===== src/rtl/cpu_run_ctrl.sv =====
// cpu_run_ctrl: sequences CPU reset, gates execution in free-run or
// single-step mode, detects halt with a pipeline drain, enforces a cycle
// budget and reports done/timeout plus cycle and retire counts.
module cpu_run_ctrl #(
  parameter int CNT_W        = 32,
  parameter int RESET_CYCLES = 2,
  parameter int MAX_CYCLES   = 20,
  parameter int DRAIN_CYCLES = 4
) (
  input  logic             clk,
  input  logic             reset,
  input  logic             start,
  input  logic             step_mode,
  input  logic             step,
  input  logic             halt_req,
  input  logic             retire,
  output logic             cpu_reset,
  output logic             cpu_en,
  output logic             busy,
  output logic             done,
  output logic             timeout,
  output logic [CNT_W-1:0] cycle_count,
  output logic [CNT_W-1:0] retire_count
);

  typedef enum logic [2:0] {
    S_IDLE,
    S_RST,
    S_RUN,
    S_DRAIN,
    S_DONE
  } state_t;

  // One phase counter serves both the reset hold and the drain countdown.
  localparam int PH_MAX = (RESET_CYCLES > DRAIN_CYCLES) ? RESET_CYCLES : DRAIN_CYCLES;
  localparam int PH_W   = (PH_MAX < 2) ? 1 : $clog2(PH_MAX + 1);

  localparam logic [PH_W-1:0]  RST_LOAD   = PH_W'(RESET_CYCLES - 1);
  localparam logic [PH_W-1:0]  DRAIN_LOAD = PH_W'(DRAIN_CYCLES);
  localparam logic [PH_W-1:0]  PH_ONE     = PH_W'(1);
  localparam logic [CNT_W-1:0] MAX_C      = CNT_W'(MAX_CYCLES);
  localparam bit               HAS_BUDGET = (MAX_CYCLES != 0);

  state_t            state_q, state_d;
  logic [PH_W-1:0]   phase_q, phase_d;
  logic [CNT_W-1:0]  cyc_d, ret_d;
  logic              done_d, to_d;
  logic [CNT_W-1:0]  cyc_inc;
  logic              budget_hit;

  // Counters stop at all-ones instead of wrapping.
  function automatic logic [CNT_W-1:0] sat_inc(input logic [CNT_W-1:0] v);
    return (&v) ? v : v + 1'b1;
  endfunction

  // Next-state, counter updates and combinational CPU controls.
  always_comb begin
    state_d    = state_q;
    phase_d    = phase_q;
    cyc_d      = cycle_count;
    ret_d      = retire_count;
    done_d     = done;
    to_d       = timeout;
    cpu_en     = 1'b0;
    cpu_reset  = 1'b0;
    busy       = 1'b0;
    cyc_inc    = sat_inc(cycle_count);
    budget_hit = HAS_BUDGET && (cyc_inc == MAX_C);

    case (state_q)
      S_IDLE, S_DONE: begin
        cpu_reset = (state_q == S_IDLE);
        if (start) begin
          state_d = S_RST;
          phase_d = RST_LOAD;
          cyc_d   = '0;
          ret_d   = '0;
          done_d  = 1'b0;
          to_d    = 1'b0;
        end
      end
      S_RST: begin
        cpu_reset = 1'b1;
        busy      = 1'b1;
        if (phase_q == '0) state_d = S_RUN;
        else               phase_d = phase_q - 1'b1;
      end
      S_RUN: begin
        busy   = 1'b1;
        cpu_en = step_mode ? step : 1'b1;
        if (cpu_en) begin
          cyc_d = cyc_inc;
          // Budget takes priority over a halt seen on the same cycle.
          if (budget_hit) begin
            state_d = S_DONE;
            done_d  = 1'b1;
            to_d    = 1'b1;
          end else if (halt_req) begin
            if (DRAIN_CYCLES == 0) begin
              state_d = S_DONE;
              done_d  = 1'b1;
            end else begin
              state_d = S_DRAIN;
              phase_d = DRAIN_LOAD;
            end
          end
        end
      end
      S_DRAIN: begin
        busy   = 1'b1;
        cpu_en = step_mode ? step : 1'b1;
        if (cpu_en) begin
          cyc_d   = cyc_inc;
          phase_d = phase_q - 1'b1;
          if (budget_hit) begin
            state_d = S_DONE;
            done_d  = 1'b1;
            to_d    = 1'b1;
          end else if (phase_q == PH_ONE) begin
            state_d = S_DONE;
            done_d  = 1'b1;
          end
        end
      end
      default: begin
        state_d = S_IDLE;
      end
    endcase

    // Retirements only count on cycles the CPU actually advanced.
    if (cpu_en && retire) ret_d = sat_inc(retire_count);
  end

  // State, phase counter, flags and counters with asynchronous clear.
  always_ff @(posedge clk or negedge reset) begin
    if (!reset) begin
      state_q      <= S_IDLE;
      phase_q      <= '0;
      cycle_count  <= '0;
      retire_count <= '0;
      done         <= 1'b0;
      timeout      <= 1'b0;
    end else begin
      state_q      <= state_d;
      phase_q      <= phase_d;
      cycle_count  <= cyc_d;
      retire_count <= ret_d;
      done         <= done_d;
      timeout      <= to_d;
    end
  end

endmodule


===== config.mk =====
export PLATFORM = sky130hd
export DESIGN_NAME = cpu_run_ctrl
export DESIGN_NICKNAME = d
export VERILOG_FILES = /design/src/rtl/cpu_run_ctrl.sv
export SDC_FILE = /design/constraint.sdc
export NUM_CORES = 1
export LEC_CHECK = 0
export BUFFER_PORTS_ARGS = -buffer_cell sky130_fd_sc_hd__buf_2
export CELL_PAD_IN_SITES_DETAIL_PLACEMENT = 1
export CELL_PAD_IN_SITES_GLOBAL_PLACEMENT = 2
export CORE_ASPECT_RATIO = 2
export CORE_UTILIZATION = 37
export DETAILED_ROUTE_END_ITERATION = 6
export GPL_TIMING_DRIVEN = 1
export PLACE_DENSITY_LB_ADDON = 0.25
export RECOVER_POWER = 50
export SYNTH_ARGS = -nofsm -noshare
export SYNTH_HDL_FRONTEND = slang
export SYNTH_SLANG_ARGS = --single-unit

===== constraint.sdc =====
create_clock -name clk -period 6.8 [get_ports clk]
set_input_delay 0.68 -clock clk [delete_from_list [all_inputs] [get_ports clk]]
set_output_delay 0.68 -clock clk [all_outputs]
set_load 0.005 [all_outputs]

==> impl_summary.md, run 1 <==
Drt
In the routed layout, each cell is associated on average with a via count of 6.06. The remaining design rule violation count is 0. Wire segments on met2 add up to 8860 um in the final route. The routed layout has 4560 vias.

The overall routed net length is 15900 um. Once detail routing completed, the nets flagged for antenna violations numbered 0. The detailed router put a total of 5760 um of wire on met1. The highest metal layer with signal wires is met4. Wire segments on met3 add up to 516 um in the final route. The first routing iteration left 250 violations. Dividing the detail-routed wire length by the instance count gives 21.1 um. The count of TritonRoute iterations in the first routing pass is 4.

Critical path
The peak fanout along the critical path is 72. The kind of capture point of the worst setup path is an async pin. The endpoint of the most critical register-to-register path is phase_q[0].

Measured in cells, the most critical reg-to-reg path has a length of 9. The start-to-end type of the worst setup path is in -> async. The cell with the largest stage delay on the worst path is sky130_fd_sc_hd__clkbuf_1.

The family with the most delay on the worst path is buffers and inverters. The startpoint identified for the worst register-to-register timing path is cycle_count[0]. STA puts the critical path data arrival time at 3.57 ns. The type of origin of the critical path is an input port. The slack of the worst reg-to-reg path is 2.85 ns. The data required time of the worst path is 6.28 ns.

Together, buffers and inverters on the worst path number 1. Traced cell by cell, the critical path runs through clkbuf_1. The largest stage delay on the critical path is 2.81 ns.

Synth
The mean instance size in the synthesized netlist is 8.54 um^2. The number of enable-type register cells in the synthesized netlist is 0. Of all flip-flops after synthesis, the portion carrying an async set or reset was 100%. Sorting the synthesized cells by area gives the leading types as sky130_fd_sc_hd__dfrtp_1, sky130_fd_sc_hd__xor2_1, sky130_fd_sc_hd__o21ai_0.

The post-synthesis instance area is 4630 um^2. The post-synthesis sequential area ratio is 38.9%. Summed over all instances, the cell type with the most area after synthesis is sky130_fd_sc_hd__dfrtp_1.

The top flip-flop cell by instance count after synthesis is sky130_fd_sc_hd__dfrtp_1. The count of unique library cells instantiated by Yosys is 67. The post-synthesis cell count is 542.

The flip-flop and latch count after synthesis is 72. The top cell type by area accounts for 38.9% of the synthesized area. In the post-synthesis netlist, the cell with the most instances is sky130_fd_sc_hd__dfrtp_1. By count the netlist is led by sky130_fd_sc_hd__dfrtp_1, sky130_fd_sc_hd__nor2_1, sky130_fd_sc_hd__nand2_1, sky130_fd_sc_hd__o21ai_0, sky130_fd_sc_hd__nand4_1. For this run, the number of Yosys warnings is 0. When the netlist entered floorplanning its net count stood at 554.

Timing
For this run, the top clock speed supported by timing is 245 MHz. For the pin with the worst max-slew slack, the measured transition is 4.09 ns. Setup violations remaining at the end of the flow were counted as 0.

In the final timing run, aggregate negative setup slack is 0 ns. The final period utilization is 60.0%. The final setup skew is 0.0123 ns.

The final max-slew violation count is 73. In the post-route analysis, the smallest setup slack over all paths is 2.72 ns. The final hold violation count is 0. Counting I/O delays and the setup requirement, the final critical path takes 4.08 ns. The worst relative slew slack is -173%.

Setup repair after global routing left no endpoint under its margin. The post-route worst hold slack is 0.510 ns.

Clock network
The insertion delay of the later-clocked pin in the worst-skew pair is 0.34 ns. The clock-pin slew reported for the worst setup and hold paths after clock tree synthesis is 0.06 ns. CTS built an H-tree with a depth of 3. The total clock buffers created by CTS is 9. TritonCTS built the clock tree. The root buffer selected by CTS is sky130_fd_sc_hd__clkbuf_16. The buffer depth of the longest clock path is 2. The total of hold buffers inserted after clock tree synthesis is 0. The number of clock sinks is 72.

The post-CTS setup buffer count is 0. The post-cts resize count is 0.

GRT
The first-pass GRT wire length is 25500 um. The number of antenna violations at the first check in global routing came to 0. Entering global routing, the biggest net connects 73 pins. The number of global-route vias before repair is 4695. For this run the aggregate overflow at the end of global routing stands at 0. In the global route stage, overall resource usage came out at 25.9%.

Cells and area
The repair_antennas step left the layout with diodes totalling 0. The post-route netlist has 16.4% of its cells at a drive strength greater than 1. The post-layout instance area is 5360 um^2. The area added between synthesis and finish is 15.8%. After the last flow step, the layout net total stands at 612.

Flow run
The number of maximum-capacitance constraint violations is 1.

Die
The die span in y is 160 um. The die is 81.1 um wide. The top-level I/O count is 76.

The initial utilization of the core area, before any placement, comes to 38.0%. The area of the core is 12200 um^2. The die covers 13000 um^2.

In this run the core area contains 57 standard-cell rows.

Power
The maximum ir drop on the vdd rail is 0.135 mV. The leakage power total is 2.40 nW. The power density relative to cell area is 290 nW/um^2.

Placed design
The routability-driven placement congestion ratio is 0.835. Detailed placement ended at an HPWL of 11600 um. OpenSTA, run right after detailed placement, puts the worst setup slack at 2.88 ns. The placed instances occupy a cell area of 5050 um^2. The count of input and output buffers is 75.

Worst hold path
The number of instances on the worst hold path is 1. The worst hold path class is reg -> reg. The launch instance of the worst min-delay path is timeout. The sink of the worst hold path is timeout.

Run status
The run finished, with violations left. The checks that failed: capacitance limit, slew limit.
worst max path at each step:
stage	depth (start not counted)	start	slack (ns)	endpoint
2_1_floorplan	9	cycle_count[0]	3.98	phase_q[2]
3_3_place_gp	9	cycle_count[0]	3.09	phase_q[1]
3_5_place_dp	9	cycle_count[0]	2.88	phase_q[1]
4_1_cts	9	cycle_count[0]	2.84	phase_q[0]
5_1_grt	1	reset	1.90	retire_count[27]
6_report	1	reset	2.72	cycle_count[24]
routing by layer:
layer | vias up | track usage (%)
li1 | 2098 | -
met1 | 2283 | 28.3
met2 | 136 | 47.0
met3 | 43 | 3.20
met4 | 0 | 12.7
met5 | - | 0
sequential cells by signal, summed over array words and instances, names as in the netlist:
register and cells:
done 1, timeout 1, retire_count 32, cycle_count 32, phase_q 3, state_q 3
power breakdown:
group	internal, mW	leakage (nW)	total [mW]	switching (mW)
clock network	0.341	0.165	0.533	0.192
registers	0.476	0.985	0.555	0.0791
logic	0.155	1.25	0.468	0.313
total	0.972	2.40	1.56	0.585
worst reg2reg max path: cells and delay by family (launching register included):
| family | cells | cell delay, ns |
|---|---|---|
| flops | 1 | 0.47 |
| compound gates | 3 | 1.02 |
| fa+ha+maj | 1 | 0.30 |
| simple gates | 5 | 2.08 |
cell type report:
class	instances	area, um^2
clock buffer	11	253
clock inverter	5	78.8
fill	1477	6840
inverter	13	48.8
multi-input combinational	426	2620
sequential	72	1800
tap	147	184
timing repair buffer	78	378
placed cells by master (no fill, tap or decap), types with 5 or more instances in the layout:
| master | count |
|---|---|
| sky130_fd_sc_hd__a21oi_1 | 8 |
| sky130_fd_sc_hd__a31oi_1 | 19 |
| sky130_fd_sc_hd__and2_1 | 8 |
| sky130_fd_sc_hd__and3_1 | 11 |
| sky130_fd_sc_hd__and4_1 | 15 |
| sky130_fd_sc_hd__buf_2 | 59 |
| sky130_fd_sc_hd__clkbuf_1 | 15 |
| sky130_fd_sc_hd__clkbuf_16 | 9 |
| sky130_fd_sc_hd__dfrtp_1 | 72 |
| sky130_fd_sc_hd__ha_1 | 5 |
| sky130_fd_sc_hd__inv_1 | 13 |
| sky130_fd_sc_hd__nand2_1 | 57 |
| sky130_fd_sc_hd__nand2b_1 | 5 |
| sky130_fd_sc_hd__nand3_1 | 30 |
| sky130_fd_sc_hd__nand4_1 | 31 |
| sky130_fd_sc_hd__nor2_1 | 63 |
| sky130_fd_sc_hd__nor3_1 | 5 |
| sky130_fd_sc_hd__o21ai_0 | 52 |
| sky130_fd_sc_hd__o31ai_1 | 12 |
| sky130_fd_sc_hd__xnor2_1 | 7 |
| sky130_fd_sc_hd__xor2_1 | 30 |
stage by stage:
stage               std cells  utilization (%)  power (mW)
global route              752             44.0        1.64
finish                    752             44.0        1.56
detailed placement        736             41.4        1.03
global placement          736             41.4        1.02
CTS                       752             44.1        1.57
floorplan                 542                -       0.851
logic make-up (layout without fill, tap and decap cells):
family | count (synthesis) | in the layout | synth area share [%]
buf+inv | 44 | 107 | 4.54
mux | 4 | 4 | 0.919
fa+ha+maj | 5 | 5 | 1.35
xor+xnor | 37 | 37 | 7.00
compound gates | 127 | 127 | 18.2
simple gates | 253 | 253 | 29.0
flops | 72 | 72 | 38.9
(Power assumes the default switching activity.)
==> run 2: changes to the inputs <==
--- a/config.mk
+++ b/config.mk
@@ -5,11 +5,12 @@
 export SDC_FILE = /design/constraint.sdc
 export NUM_CORES = 1
 export LEC_CHECK = 0
+export ABC_AREA = 1
 export BUFFER_PORTS_ARGS = -buffer_cell sky130_fd_sc_hd__buf_2
 export CELL_PAD_IN_SITES_DETAIL_PLACEMENT = 1
 export CELL_PAD_IN_SITES_GLOBAL_PLACEMENT = 2
 export CORE_ASPECT_RATIO = 2
-export CORE_UTILIZATION = 37
+export CORE_UTILIZATION = 28
 export DETAILED_ROUTE_END_ITERATION = 6
 export GPL_TIMING_DRIVEN = 1
 export PLACE_DENSITY_LB_ADDON = 0.25
==> constraint.sdc (replaced) <==
create_clock -name clk -period 3.4 [get_ports clk]
set_input_delay 0.34 -clock clk [delete_from_list [all_inputs] [get_ports clk]]
set_output_delay 0.34 -clock clk [all_outputs]
set_load 0.005 [all_outputs]
==> impl_summary.md, run 2 <==
Critical path
The largest stage delay on the critical path is 0.54 ns (-2.27 ns). For this design, the slowest cell found on the critical path is sky130_fd_sc_hd__dfrtp_1. The kind of capture point of the worst setup path is a flip-flop. The family with the most delay on the worst path is simple AND/OR/NAND/NOR gates. The type of origin of the critical path is a flip-flop. By startpoint and endpoint, the worst setup path is classified as reg -> reg. The arrival time reported for the critical path endpoint is 3.27 ns (-0.30 ns). The data required time of the worst path is 3.64 ns (-2.64 ns). The peak fanout along the critical path came to 7 (-90%).

Counting stages on the worst path, the most repeated cell is sky130_fd_sc_hd__nand2_1. Walking the worst path, the cells encountered are ha_1, inv_2, nor2_4, nand2_4, nor2_1, nand2_1, nand2_1, nand3_1, inv_1, nand2_1, nor2_1, nand2_1, nor2_4, nand2_2, nand2_2, nand2_2, nand2_1, nand2_1. The number of buffers and inverters on the critical path is 2 (+1).

GRT
The first-pass GRT wire length is 34700 um (+36%). The number of antenna violations at the first check in global routing is 0 (unchanged). The overflow left after global routing was 0 (unchanged).

The all-layer global routing usage is 25.2% (-0.63 points). The maximum number of pins on one net before global-route repair is 37 (-49%). The number of global-route vias before repair came to 6189 (+32%).

Die
The initial standard-cell utilization of the core is 28.6% (-9.3 points). The placement row count is 69 (+21%). The top-level I/O count came to 76 (unchanged).

The overall die area came to 18700 um^2 (+44%). The die span in y is 192 um (+20%). The area of the core is 17700 um^2 (+45%). The chip width came to 97.1 um (+20%).

Cells and area
The share of the core filled with cells came to 34.0% (-9.9 points). The area growth from synthesis to layout is 18.8%. The antenna diode count is 0 (unchanged).

The final net count is 867 (+42%). The most common library cell in the layout ignoring fill and taps is sky130_fd_sc_hd__nand2_1. The fraction of final layout cells with drive strength greater than 1 came to 11.4% (-5.0 points). In the layout the commonest cells are sky130_fd_sc_hd__nand2_1, sky130_fd_sc_hd__nor2_1, sky130_fd_sc_hd__inv_1. The largest registers in the layout are cycle_count: 32 flops, retire_count: 32 flops.

Drt
The wire length per cell after detailed routing came to 21.0 um (-0.78%). The residual antenna-violating net count after detailed routing came to 0 (unchanged). The via total after detailed routing came to 5667 (+24%). The count of TritonRoute iterations in the first routing pass was 4 (unchanged).

The via-per-instance ratio is 5.28 (-13%). The overall routed net length came to 22500 um (+42%). The starting DRC count in detailed routing is 150 (-40%).

The remaining design rule violation count was 0 (unchanged).

Power
The maximum ir drop on the vdd rail is 0.263 mV (+95%). The leakage power total is 2.61 nW (+9.1%). The power density relative to cell area came to 504 nW/um^2 (+73%).

Clock network
The total number of H-tree levels is 3 (unchanged). TritonCTS built the clock tree. Clock tree synthesis selected as its root buffer the cell sky130_fd_sc_hd__clkbuf_16. The post-CTS setup buffer count is 0 (unchanged). The total clock buffers created by CTS is 9 (unchanged). The buffer depth of the longest clock path came to 2 (unchanged).

The insertion delay of the later-clocked pin in the worst-skew pair is 0.35 ns (about the same). The post-cts resize count was 0 (unchanged). The number of clock sinks is 72 (unchanged). The clock-pin slew reported for the worst setup and hold paths after clock tree synthesis was 0.06 ns (about the same).

Synth
The area share of the largest cell type after synthesis is 35.6% (-3.4 points). The Yosys warning count is 0 (unchanged). The total nets after synthesis is 783 (+41%).

The count of unique library cells instantiated by Yosys is 34 (-49%). In the synthesized netlist the dominant register cell turns out to be sky130_fd_sc_hd__dfrtp_1. Sorting the synthesized cells by how often they occur yields sky130_fd_sc_hd__nand2_1, sky130_fd_sc_hd__nor2_1, sky130_fd_sc_hd__inv_1, sky130_fd_sc_hd__dfrtp_1, sky130_fd_sc_hd__nand3_1. The library cell occupying the most area in the post-synthesis netlist is sky130_fd_sc_hd__dfrtp_1. The mean instance size in the synthesized netlist came to 6.57 um^2 (-23%). The leading cell type by number of instances after synthesis is sky130_fd_sc_hd__nand2_1.

The flip-flop and latch count after synthesis is 72 (unchanged). The post-synthesis instance area came to 5060 um^2 (+9.4%). The post-synthesis sequential area ratio is 35.6% (-3.4 points).

The post-synthesis cell count is 771 (+42%). The number of enable-type register cells in the synthesized netlist is 0 (unchanged). By area the synthesized netlist is led by sky130_fd_sc_hd__dfrtp_1, sky130_fd_sc_hd__nand2_1, sky130_fd_sc_hd__nor2_1.

The proportion of synthesized flip-flops having asynchronous set or reset is 100% (unchanged).

Flow run
The number of maximum-capacitance constraint violations is 1 (unchanged).

Timing
The final max-slew violation count is 24 (-67%). The time the final worst path needs with I/O delays and setup is 3.03 ns. The post-route setup TNS is 0 ns (unchanged). The worst relative slew slack is -7.80% (+170 points). The worst-margin pin slew is 1.62 ns (-2.48 ns).

The final period utilization is 89.2%. The total of endpoints with negative setup slack in the final report is 0 (unchanged). For this run, the top clock speed supported by timing is 330 MHz.

The final setup skew was 0.00816 ns (-0.00409 ns). Setup repair after global routing left no endpoint under its margin. The final hold violation count is 0 (unchanged).

Run status
The checks that failed: capacitance limit, slew limit. The run finished, with violations left.

Worst hold path
The worst hold path class is in -> reg.

Placed design
The routability-driven placement congestion ratio is 0.955 (+14%). The placed wire-length estimate is 18400 um (+58%). The count of input and output buffers is 75 (unchanged).
==> run 2: changes by cell type in the layout (fill, tap and decap cells not counted), sizes merged, moves of 17 or more <==
cell and change:
a31oi -19, clkbuf +19, inv +71, nand2 +196
nand3 +28, nand4 -17, nor2 +54, o22ai +25
==> run 2: cells by family (layout without fill, tap and decap cells) <==
family,count (synthesis),after routing,share of synthesized area (%)
fa+ha+maj,5,5,1.24
compound gates,83,83,9.54
xor+xnor,30,30,5.19
buf+inv,103,192,8.08
flops,72,72,35.6
simple gates,478,478,40.4
==> run 2: cell type report <==
class | count | area (um^2)
inverters | 86 | 323
fillers | 2276 | 11700
clock buffers | 14 | 284
multi-input cells | 596 | 2860
clock inverters | 2 | 35.0
well taps | 213 | 267
repair buffers | 90 | 445
flip-flops and latches | 72 | 1800
==> run 2: worst min-delay path, delay by kind of cell <==
kind                   cells  cell delay (ns)
buffers and inverters      2             0.18
AOI/OAI and AO/OA          1             0.11
and+or+nand+nor            1             0.05
==> run 2: what timing repair did <==
item                                    in CTS  in global routing
endpoints found under the setup margin       0                  0
hold endpoints to repair                    21                  0
hold buffers                                 1                  0
==> run 2: report_power, final <==
| group | switching (mW) | total (mW) | internal (mW) |
|---|---|---|---|
| Sequential | 0.113 | 1.04 | 0.925 |
| Clock | 0.398 | 1.05 | 0.648 |
| Combinational | 0.674 | 0.946 | 0.272 |
| Total | 1.19 | 3.03 | 1.85 |
==> run 2: layer usage <==
metal | vias up | wire, um | GRT usage (%) | share of wire, %
met5 | - | 0 | 0 | 0
met3 | 76 | 601 | 3.24 | 2.7
met1 | 2776 | 7140 | 21.0 | 32
met2 | 145 | 12800 | 50.6 | 57
li1 | 2670 | - | - | -
met4 | 0 | 1980 | 22.2 | 8.8
==> run 2: metrics by stage <==
step / instances / power [mW] / setup WS, ns / area (um^2) / hold WS, ns
3_5_place_dp: 1056 / 2.03 / 0.386 / 5740 / 0.297
3_3_place_gp: 1056 / 2.00 / 0.456 / 5740 / 0.295
5_1_grt: 1073 / 3.22 / 0.183 / 6020 / 0.431
2_1_floorplan: 771 / 1.63 / 1.10 / 5060 / 0.0444
4_1_cts: 1073 / 3.10 / 0.368 / 6070 / 0.379
6_report: 1073 / 3.03 / 0.366 / 6020 / 0.380
==> run 2: final timing paths <==
| check | start | end | slack [ns] | cells past startpoint |
|---|---|---|---|---|
| setup / recovery | cycle_count[1] | state_q[2] | 0.37 | 18 |
| hold / removal | start | timeout | 0.38 | 4 |
| setup reg to reg | cycle_count[1] | state_q[2] | 0.37 | 18 |
| hold reg to reg | phase_q[1] | phase_q[1] | 0.48 | 2 |
| max in group asynchronous | reset | retire_count[21] | 0.69 | 3 |
| min in group asynchronous | reset | cycle_count[23] | 0.93 | 2 |
